`src/rtl/div_pkg.sv`:
```
// div_pkg: shared state encoding, parameter defaults and request layout
// for the divider front/back-end sequencer.
package div_pkg;

    localparam int N_DEF     = 32;
    localparam int DEPTH_DEF = 4;
    localparam int TAG_W_DEF = 4;

    typedef enum logic [1:0] {
        IDLE,
        WAIT_DONE,
        OUT
    } state_e;

    // Request layout at the default widths; the sequencer rebuilds it at its own N/TAG_W.
    typedef struct packed {
        logic [N_DEF-1:0]     dividend;
        logic [N_DEF-1:0]     divisor;
        logic [TAG_W_DEF-1:0] tag;
    } div_req_t;

endpackage

```
`src/rtl/div_sequencer_fifo.sv`:
```
// sync_fifo: registered-output-free synchronous FIFO; a push becomes visible
// at the head one cycle later, and simultaneous push/pop keeps the count.
module sync_fifo #(
    parameter int W     = 8,
    parameter int DEPTH = 4
) (
    input  logic         clk,
    input  logic         rst_n,
    input  logic         push,
    input  logic         pop,
    input  logic [W-1:0] din,
    output logic [W-1:0] dout,
    output logic         full,
    output logic         empty
);

    localparam int AW = $clog2(DEPTH);

    logic [AW:0]  wr_q, wr_d, rd_q, rd_d;
    logic [W-1:0] mem_q [DEPTH];
    logic         do_push, do_pop;

    always_comb begin
        do_push = push && !full;
        do_pop  = pop && !empty;
        wr_d    = wr_q + (AW+1)'(do_push);
        rd_d    = rd_q + (AW+1)'(do_pop);
    end

    always_ff @(posedge clk or negedge rst_n) begin
        if (!rst_n) begin
            wr_q <= '0;
            rd_q <= '0;
        end else begin
            wr_q <= wr_d;
            rd_q <= rd_d;
        end
    end

    always_ff @(posedge clk) begin
        if (do_push) mem_q[wr_q[AW-1:0]] <= din;
    end

    // Extra pointer bit distinguishes full from empty when the indices meet.
    assign full  = (wr_q[AW] != rd_q[AW]) && (wr_q[AW-1:0] == rd_q[AW-1:0]);
    assign empty = (wr_q == rd_q);
    assign dout  = empty ? '0 : mem_q[rd_q[AW-1:0]];

endmodule

```
`src/rtl/div_sequencer.sv`:
```
// div_sequencer: buffers division requests, issues them one at a time to an
// iterative divider, and returns tagged results (zero divisors handled locally).
module div_sequencer
    import div_pkg::*;
#(
    parameter int N     = N_DEF,
    parameter int DEPTH = DEPTH_DEF,
    parameter int TAG_W = TAG_W_DEF
) (
    input  logic             clk,
    input  logic             rst_n,
    input  logic             in_valid,
    output logic             in_ready,
    input  logic [N-1:0]     in_dividend,
    input  logic [N-1:0]     in_divisor,
    input  logic [TAG_W-1:0] in_tag,
    output logic             out_valid,
    input  logic             out_ready,
    output logic [N-1:0]     out_quotient,
    output logic [N-1:0]     out_remainder,
    output logic [TAG_W-1:0] out_tag,
    output logic             out_dbz,
    output logic             div_start,
    output logic [N-1:0]     div_dividend,
    output logic [N-1:0]     div_divisor,
    input  logic [N-1:0]     div_quotient,
    input  logic [N-1:0]     div_remainder,
    input  logic             div_ready
);

    typedef struct packed {
        logic [N-1:0]     dividend;
        logic [N-1:0]     divisor;
        logic [TAG_W-1:0] tag;
    } req_t;

    state_e           state_q, state_d;
    req_t             head;
    logic             full, empty, pop;
    logic [TAG_W-1:0] tag_q, tag_d, otag_q, otag_d;
    logic [N-1:0]     quot_q, quot_d, rem_q, rem_d;
    logic             dbz_q, dbz_d;

    sync_fifo #(.W($bits(req_t)), .DEPTH(DEPTH)) u_fifo (
        .clk   (clk),
        .rst_n (rst_n),
        .push  (in_valid && !full),
        .pop   (pop),
        .din   ({in_dividend, in_divisor, in_tag}),
        .dout  (head),
        .full  (full),
        .empty (empty)
    );

    always_comb begin
        state_d   = state_q;
        tag_d     = tag_q;
        otag_d    = otag_q;
        quot_d    = quot_q;
        rem_d     = rem_q;
        dbz_d     = dbz_q;
        pop       = 1'b0;
        div_start = 1'b0;
        case (state_q)
            IDLE: begin
                if (!empty && head.divisor == '0) begin
                    pop     = 1'b1;
                    quot_d  = '1;
                    rem_d   = head.dividend;
                    otag_d  = head.tag;
                    dbz_d   = 1'b1;
                    state_d = OUT;
                end else if (!empty && div_ready) begin
                    pop       = 1'b1;
                    div_start = 1'b1;
                    tag_d     = head.tag;
                    state_d   = WAIT_DONE;
                end
            end
            // The divider drops ready the cycle after start, so this cannot fire early.
            WAIT_DONE: begin
                if (div_ready) begin
                    quot_d  = div_quotient;
                    rem_d   = div_remainder;
                    otag_d  = tag_q;
                    dbz_d   = 1'b0;
                    state_d = OUT;
                end
            end
            OUT:     state_d = out_ready ? IDLE : OUT;
            default: state_d = IDLE;
        endcase
    end

    always_ff @(posedge clk or negedge rst_n) begin
        if (!rst_n) begin
            state_q <= IDLE;
            tag_q   <= '0;
            otag_q  <= '0;
            quot_q  <= '0;
            rem_q   <= '0;
            dbz_q   <= 1'b0;
        end else begin
            state_q <= state_d;
            tag_q   <= tag_d;
            otag_q  <= otag_d;
            quot_q  <= quot_d;
            rem_q   <= rem_d;
            dbz_q   <= dbz_d;
        end
    end

    assign in_ready      = !full;
    assign out_valid     = (state_q == OUT);
    assign out_quotient  = quot_q;
    assign out_remainder = rem_q;
    assign out_tag       = otag_q;
    assign out_dbz       = dbz_q;
    assign div_dividend  = head.dividend;
    assign div_divisor   = head.divisor;

endmodule

```
`config.mk`:
```
export PLATFORM = sky130hd
export DESIGN_NAME = div_sequencer
export DESIGN_NICKNAME = d
export VERILOG_FILES = /design/src/rtl/div_pkg.sv /design/src/rtl/div_sequencer_fifo.sv /design/src/rtl/div_sequencer.sv
export SDC_FILE = /design/constraint.sdc
export NUM_CORES = 1
export LEC_CHECK = 0
export CORE_MARGIN = 1
export CORE_UTILIZATION = 53
export CTS_CLUSTER_SIZE = 28
export DETAILED_ROUTE_END_ITERATION = 8
export PLACE_DENSITY = 0.81
export RECOVER_POWER = 100
export SKIP_LAST_GASP = 1
export SLEW_MARGIN = 30
export SYNTH_ARGS = -nofsm -noshare
export SYNTH_HDL_FRONTEND = slang
export SYNTH_HIERARCHICAL = 1
export SYNTH_SLANG_ARGS = --single-unit
```
`constraint.sdc`:
```
create_clock -name clk -period 8.4 [get_ports clk]
set_clock_uncertainty 0.15 [all_clocks]
set_input_delay 2.52 -clock clk [delete_from_list [all_inputs] [get_ports clk]]
set_output_delay 2.52 -clock clk [all_outputs]
set_load 0.05 [all_outputs]
```
After elaboration in Yosys (flattened, before gate mapping) --
Memory sizes are Yosys's and may differ from the RTL's. Cells that the tools add are included.
Operators by class: multiplexer cells 25, add/subtract/negate cells 2, reductions and logical operators 14, bitwise operators 1, eq/ne operators 8
Operators by type and width (number):
- two-way mux 32 bit | 4
- one-hot mux 32 bit (2 select lines) | 2
- two-way mux 68 bit | 1
- logical NOT 32 bit | 1
- two-way mux 1 bit | 9
- two-way mux 2 bit | 4
- two-way mux 4 bit | 2
- one-hot mux 4 bit (2 select lines) | 1
- adder 3 x 1 -> 3 bit | 2
- logical AND 1 bit | 6
- one-hot mux 2 bit (3 select lines) | 1
- AND reduction 3 bit | 2
- inequality test 2 bit, second input constant | 2
- equality test 3 bit | 1
- inequality test 3 bit, second input constant | 1
- equality test 2 x 1 -> 1 bit, second input constant | 1
- equality test 2 bit | 1
- equality test 2 bit, second input constant | 1
- logical NOT 1 bit | 2
- logical NOT 2 bit | 1
- one-hot mux 1 bit (2 select lines) | 1
- AND reduction 2 bit | 1
- nonzero test 2 bit | 1
- inequality test 1 bit | 1
- inverter 1 bit | 1
Storage, ports and cells: input bits 137, word-level logic and storage cells 59, output and inout port bits 136, register bits after elaboration 81, memories 1, RAM bits 272
Memory list:
- u_fifo.mem_q | words 4, width 68, read ports 1, clocked after memory_dff 0, write ports 1, line div_sequencer_fifo.sv:20 | logic [W-1:0] mem_q [DEPTH];

Depth between registers and ports, before layout --
depth after elaboration 8, depth in mapped cells 14, mapped depth without buffers 10

Cells and area by module --
Netlist, hierarchy kept.
Modules (own cells, without submodules):
- sync_fifo | times used 1, cells an instance 475, seq. area each 8318.0 µm², area each 10832.9 µm²
- div_sequencer | times used 1, cells an instance 435, seq. area each 1876.8 µm², area each 4145.2 µm²

Worst setup path after synthesis --
No wires, ideal clock.
path type input to register, from in in_valid, to mem u_fifo/mem_q[0][0] (netlist bit), enable pin, data required time 7.633 ns, data arrival time 7.992 ns, path slack -0.359 ns, library setup time 0.617 ns, cell stages on the path 3, cells stage by stage nor2b_1 -> nand2b_1 -> a311oi_1
Between the ends: word-level cells in the longest chain between the ends 4
RTL lines:
- start, declared | line div_sequencer.sv:12 | input logic in_valid,
- logical AND 1 bit | line div_sequencer.sv:47 | .push (in_valid && !full),
- logical AND 1 bit | line div_sequencer_fifo.sv:24 | do_push = push && !full;
- two-way mux 1 bit | line div_sequencer_fifo.sv:41 | if (do_push) mem_q[wr_q[AW-1:0]] <= din;
- two-way mux 1 bit (implied by the code) | line div_sequencer_fifo.sv:41
- end, declared | line div_sequencer_fifo.sv:20
Every way passes these cells.

Worst setup path in the final report --
from reg u_fifo.rd_q[1], to out div_start
Between the ends: word-level cells in the longest chain between the ends 6, elaborated cells on any way between the ends 10
RTL lines:
- start, declared | line div_sequencer_fifo.sv:19 | logic [AW:0] wr_q, wr_d, rd_q, rd_d;
- start signal, assigned | line div_sequencer_fifo.sv:36 | rd_q <= rd_d;
- memory (4 x 68 bit) or equality test 3 bit (tied branches)
- two-way mux 68 bit or logical NOT 1 bit (tied branches) | line div_sequencer_fifo.sv:47, div_sequencer.sv:66, div_sequencer.sv:73
- logical NOT 32 bit or logical AND 1 bit (tied branches) | line div_sequencer.sv:66, div_sequencer.sv:73
- logical AND 1 bit or two-way mux 1 bit (tied branches) | line div_sequencer.sv:66, div_sequencer.sv:73
- two-way mux 1 bit (*) | line div_sequencer.sv:66 | if (!empty && head.divisor == '0) begin
- two-way mux 1 bit (*) | line div_sequencer.sv:64 | case (state_q)
- end, declared | line div_sequencer.sv:23 | output logic div_start,
Mark *: on every way between the ends. The rest lies on a longest branch, timed or not.

==> results.md <==
- Status: complete, but fails checks
- Failing checks: capacitance limit, slew limit
- Root Driver: clkbuf_16
- Final hold violations: 0
- Setup WS post-layout: 0.669 ns
- Layout area overhead: 28.8%
- Final Cycle Share: 92.0%
- Global Route met1 Usage: 35.1%
- Die Span X: 170 µm
- Cell area after synthesis: 15000 µm²
- WL final: 38.5 mm
- Commonest non-fill, non-tap cell in the layout: edfxtp_1
- Startpoint type of the worst setup path: flip-flop
- Hold buffer count at CTS: 0
- First-pass GRT wire length: 58.8 mm
- Most frequent cells in the layout: edfxtp_1 (272), dlygate4sd3_1 (202), dfrtp_1 (78)
- Unrepaired setup endpoints after global routing: false
- Busiest grt layer: met2
- Final setup fails: 0
- Largest net degree at the start of global routing: 69
- CP max FO: 38
- Vert. Die Dim: 170 µm
- GPL Wtd Cong: 0.814
- Clock Sinks: 353
- Ratio of cells with drive above 1 in the final layout: 13.2%
- CP Data Required Time: 5.73 ns
- Initial antenna violation count: 5
- Antenna viol nets, final: 0
- Crit path kind: reg -> out
- Setup crit end kind: primary output
- Area of the multi-input gates: 4420 µm²
- DRT iter0 DRCs: 866
- Worst min path class: reg -> reg
- Post-Syn Area per Cell: 16.5 µm²
- Fillers: 1873
- # port buffers: 272
- Setup Fix Bufs, Post-CTS: 0
- DP Cell Count: 1495
- Clk buf depth: 3
- Cts repair resizes: 0
- Die area: 28900 µm²
- Synth warn: 6
- Syn Nets: 1051
- Layout net count: 1300
- All-Layer GR Usage: 27.2%
- IO Count: 273
- Post-Layout Cell Count: 1570
- Via density: 6.25
- CP arrival: 5.06 ns
- Slew headroom: -105%
- M3 GR Usage: 6.26%
- Inserted Clock Buffers: 38
- CTS tree: done
- Setup tns final: 0 ns
- Tightest Pin Transition: 3.07 ns
- Max-slew violations: 542
- Post-synthesis cell count: 910
- MaxCap Viol Count: 15
- Vias in the first global route: 10.0k
- Initial Utilization: 53.9%
- DP Worst Slack: 1.36 ns
- Post-layout minimum cycle time: 7.73 ns
- CTS clk-pin slew, worst paths: 0.06 ns
- Post-route DRC: 0
- FF+latch area: 10200 µm²
- DR vias: 9809
- Yosys reg bits: 353
- First-pass DRT Iterations: 7
- WHS: 0.356 ns
- CTS H-tree depth: 2
- Grt total ovfl: 0
- Netlist cell types: 40
- F_max: 129 MHz
- Dpl hpwl: 23.6 mm
- Routed WL per cell: 24.5 µm
- Cell Rows: 61
- Clk_lat worst skew: 0.52 ns
- Sequential-to-total area share from yosys stat: 68.1%
- Total core area: 27800 µm²
- GRT met2 Usage: 45.0%
-- registers in the layout, indices dropped and copies added (netlist names) --
register and count:
state_q 2, out_dbz 1, u_fifo/wr_q 3, u_fifo/mem_q 272
out_tag 4, out_quotient 32, out_remainder 32, tag_q 4
u_fifo/rd_q 3
-- path summary, 6_finish.rpt --
kind	endpoint	startpoint	slack, ns	cells after the start
hold / removal	tag_q[2]	tag_q[2]	0.36	1
setup reg to reg	u_fifo/rd_q[2]	u_fifo/rd_q[1]	1.50	11
setup / recovery	div_start	u_fifo/rd_q[1]	0.67	8
min in group asynchronous	out_quotient[4]	rst_n	2.42	1
max in group asynchronous	state_q[0]	rst_n	1.81	2
hold reg to reg	tag_q[2]	tag_q[2]	0.36	1
-- through the flow --
step	cell area [µm²]	util (%)
after floorplan	15000	-
after CTS	19300	69.6
after global routing	19300	69.4
final	19300	69.4
after detailed placement	18100	65.1
after global placement	18100	65.1
-- synth_stat cells (all sizes together) --
cell | n | share of area, %
a211o | 1 | 0.058
a21oi | 1 | 0.033
a221oi | 32 | 1.9
a311oi | 4 | 0.23
a31oi | 1 | 0.042
and3 | 1 | 0.042
and4 | 2 | 0.12
buf | 35 | 1.5
clkbuf | 54 | 1.4
dfrtp | 81 | 14
edfxtp | 272 | 55
ha | 4 | 0.33
inv | 7 | 0.18
mux2 | 4 | 0.30
mux4 | 68 | 10
nand2 | 1 | 0.025
nand2b | 3 | 0.13
nand3 | 1 | 0.067
nand4 | 38 | 1.6
nor2 | 71 | 1.8
nor2b | 34 | 1.4
nor3 | 2 | 0.10
nor4 | 8 | 0.60
o22ai | 33 | 1.4
o311a | 36 | 2.4
o31a | 69 | 4.0
o31ai | 2 | 0.13
or2 | 1 | 0.042
or3 | 37 | 1.5
xnor2 | 2 | 0.12
xor2 | 5 | 0.29
-- logic make-up (layout without fill, tap and decap cells) --
logic type / after synthesis / in the layout / synth area share (%)
adder cells (fa/ha/maj): 4 / 4 / 0.334
multiplexers: 72 / 72 / 10.5
AO/OA/AOI/OAI: 179 / 179 / 10.2
other: 0 / 6 / 0
XOR/XNOR: 7 / 7 / 0.409
flip-flops: 353 / 353 / 68.1
AND/OR/NAND/NOR: 199 / 199 / 7.49
buffers and inverters: 96 / 372 / 2.98
-- layer usage --
layer  routed length, µm  up-vias
met4                1100        0
met2               19100      513
li1                    -     4262
met5                   0        -
met1               14800     4955
met3                3550       79
-- critical path, cell delays in order, from the launching register on --
cell and delay, ns:
dfrtp_4 0.83, buf_4 0.56, mux4_2 0.40, o31a_1 0.14, nor4_1 0.56, nand4_1 0.37
o31ai_1 0.75, inv_1 0.11, dlygate4sd3_1 0.79
-- cell type report --
type / instances / share of cell area (%)
Antenna cell: 6 / 0.0779
Tap cell: 378 / 2.45
Clock inverter: 20 / 0.980
Clock buffer: 47 / 5.49
Inverter: 7 / 0.136
Timing Repair Buffer: 298 / 15.1
Multi-Input combinational cell: 461 / 22.9
Sequential cell: 353 / 52.9
Power is not shown: default switching activity piles up to over one toggle a cycle in this logic, so the estimate is an artifact.
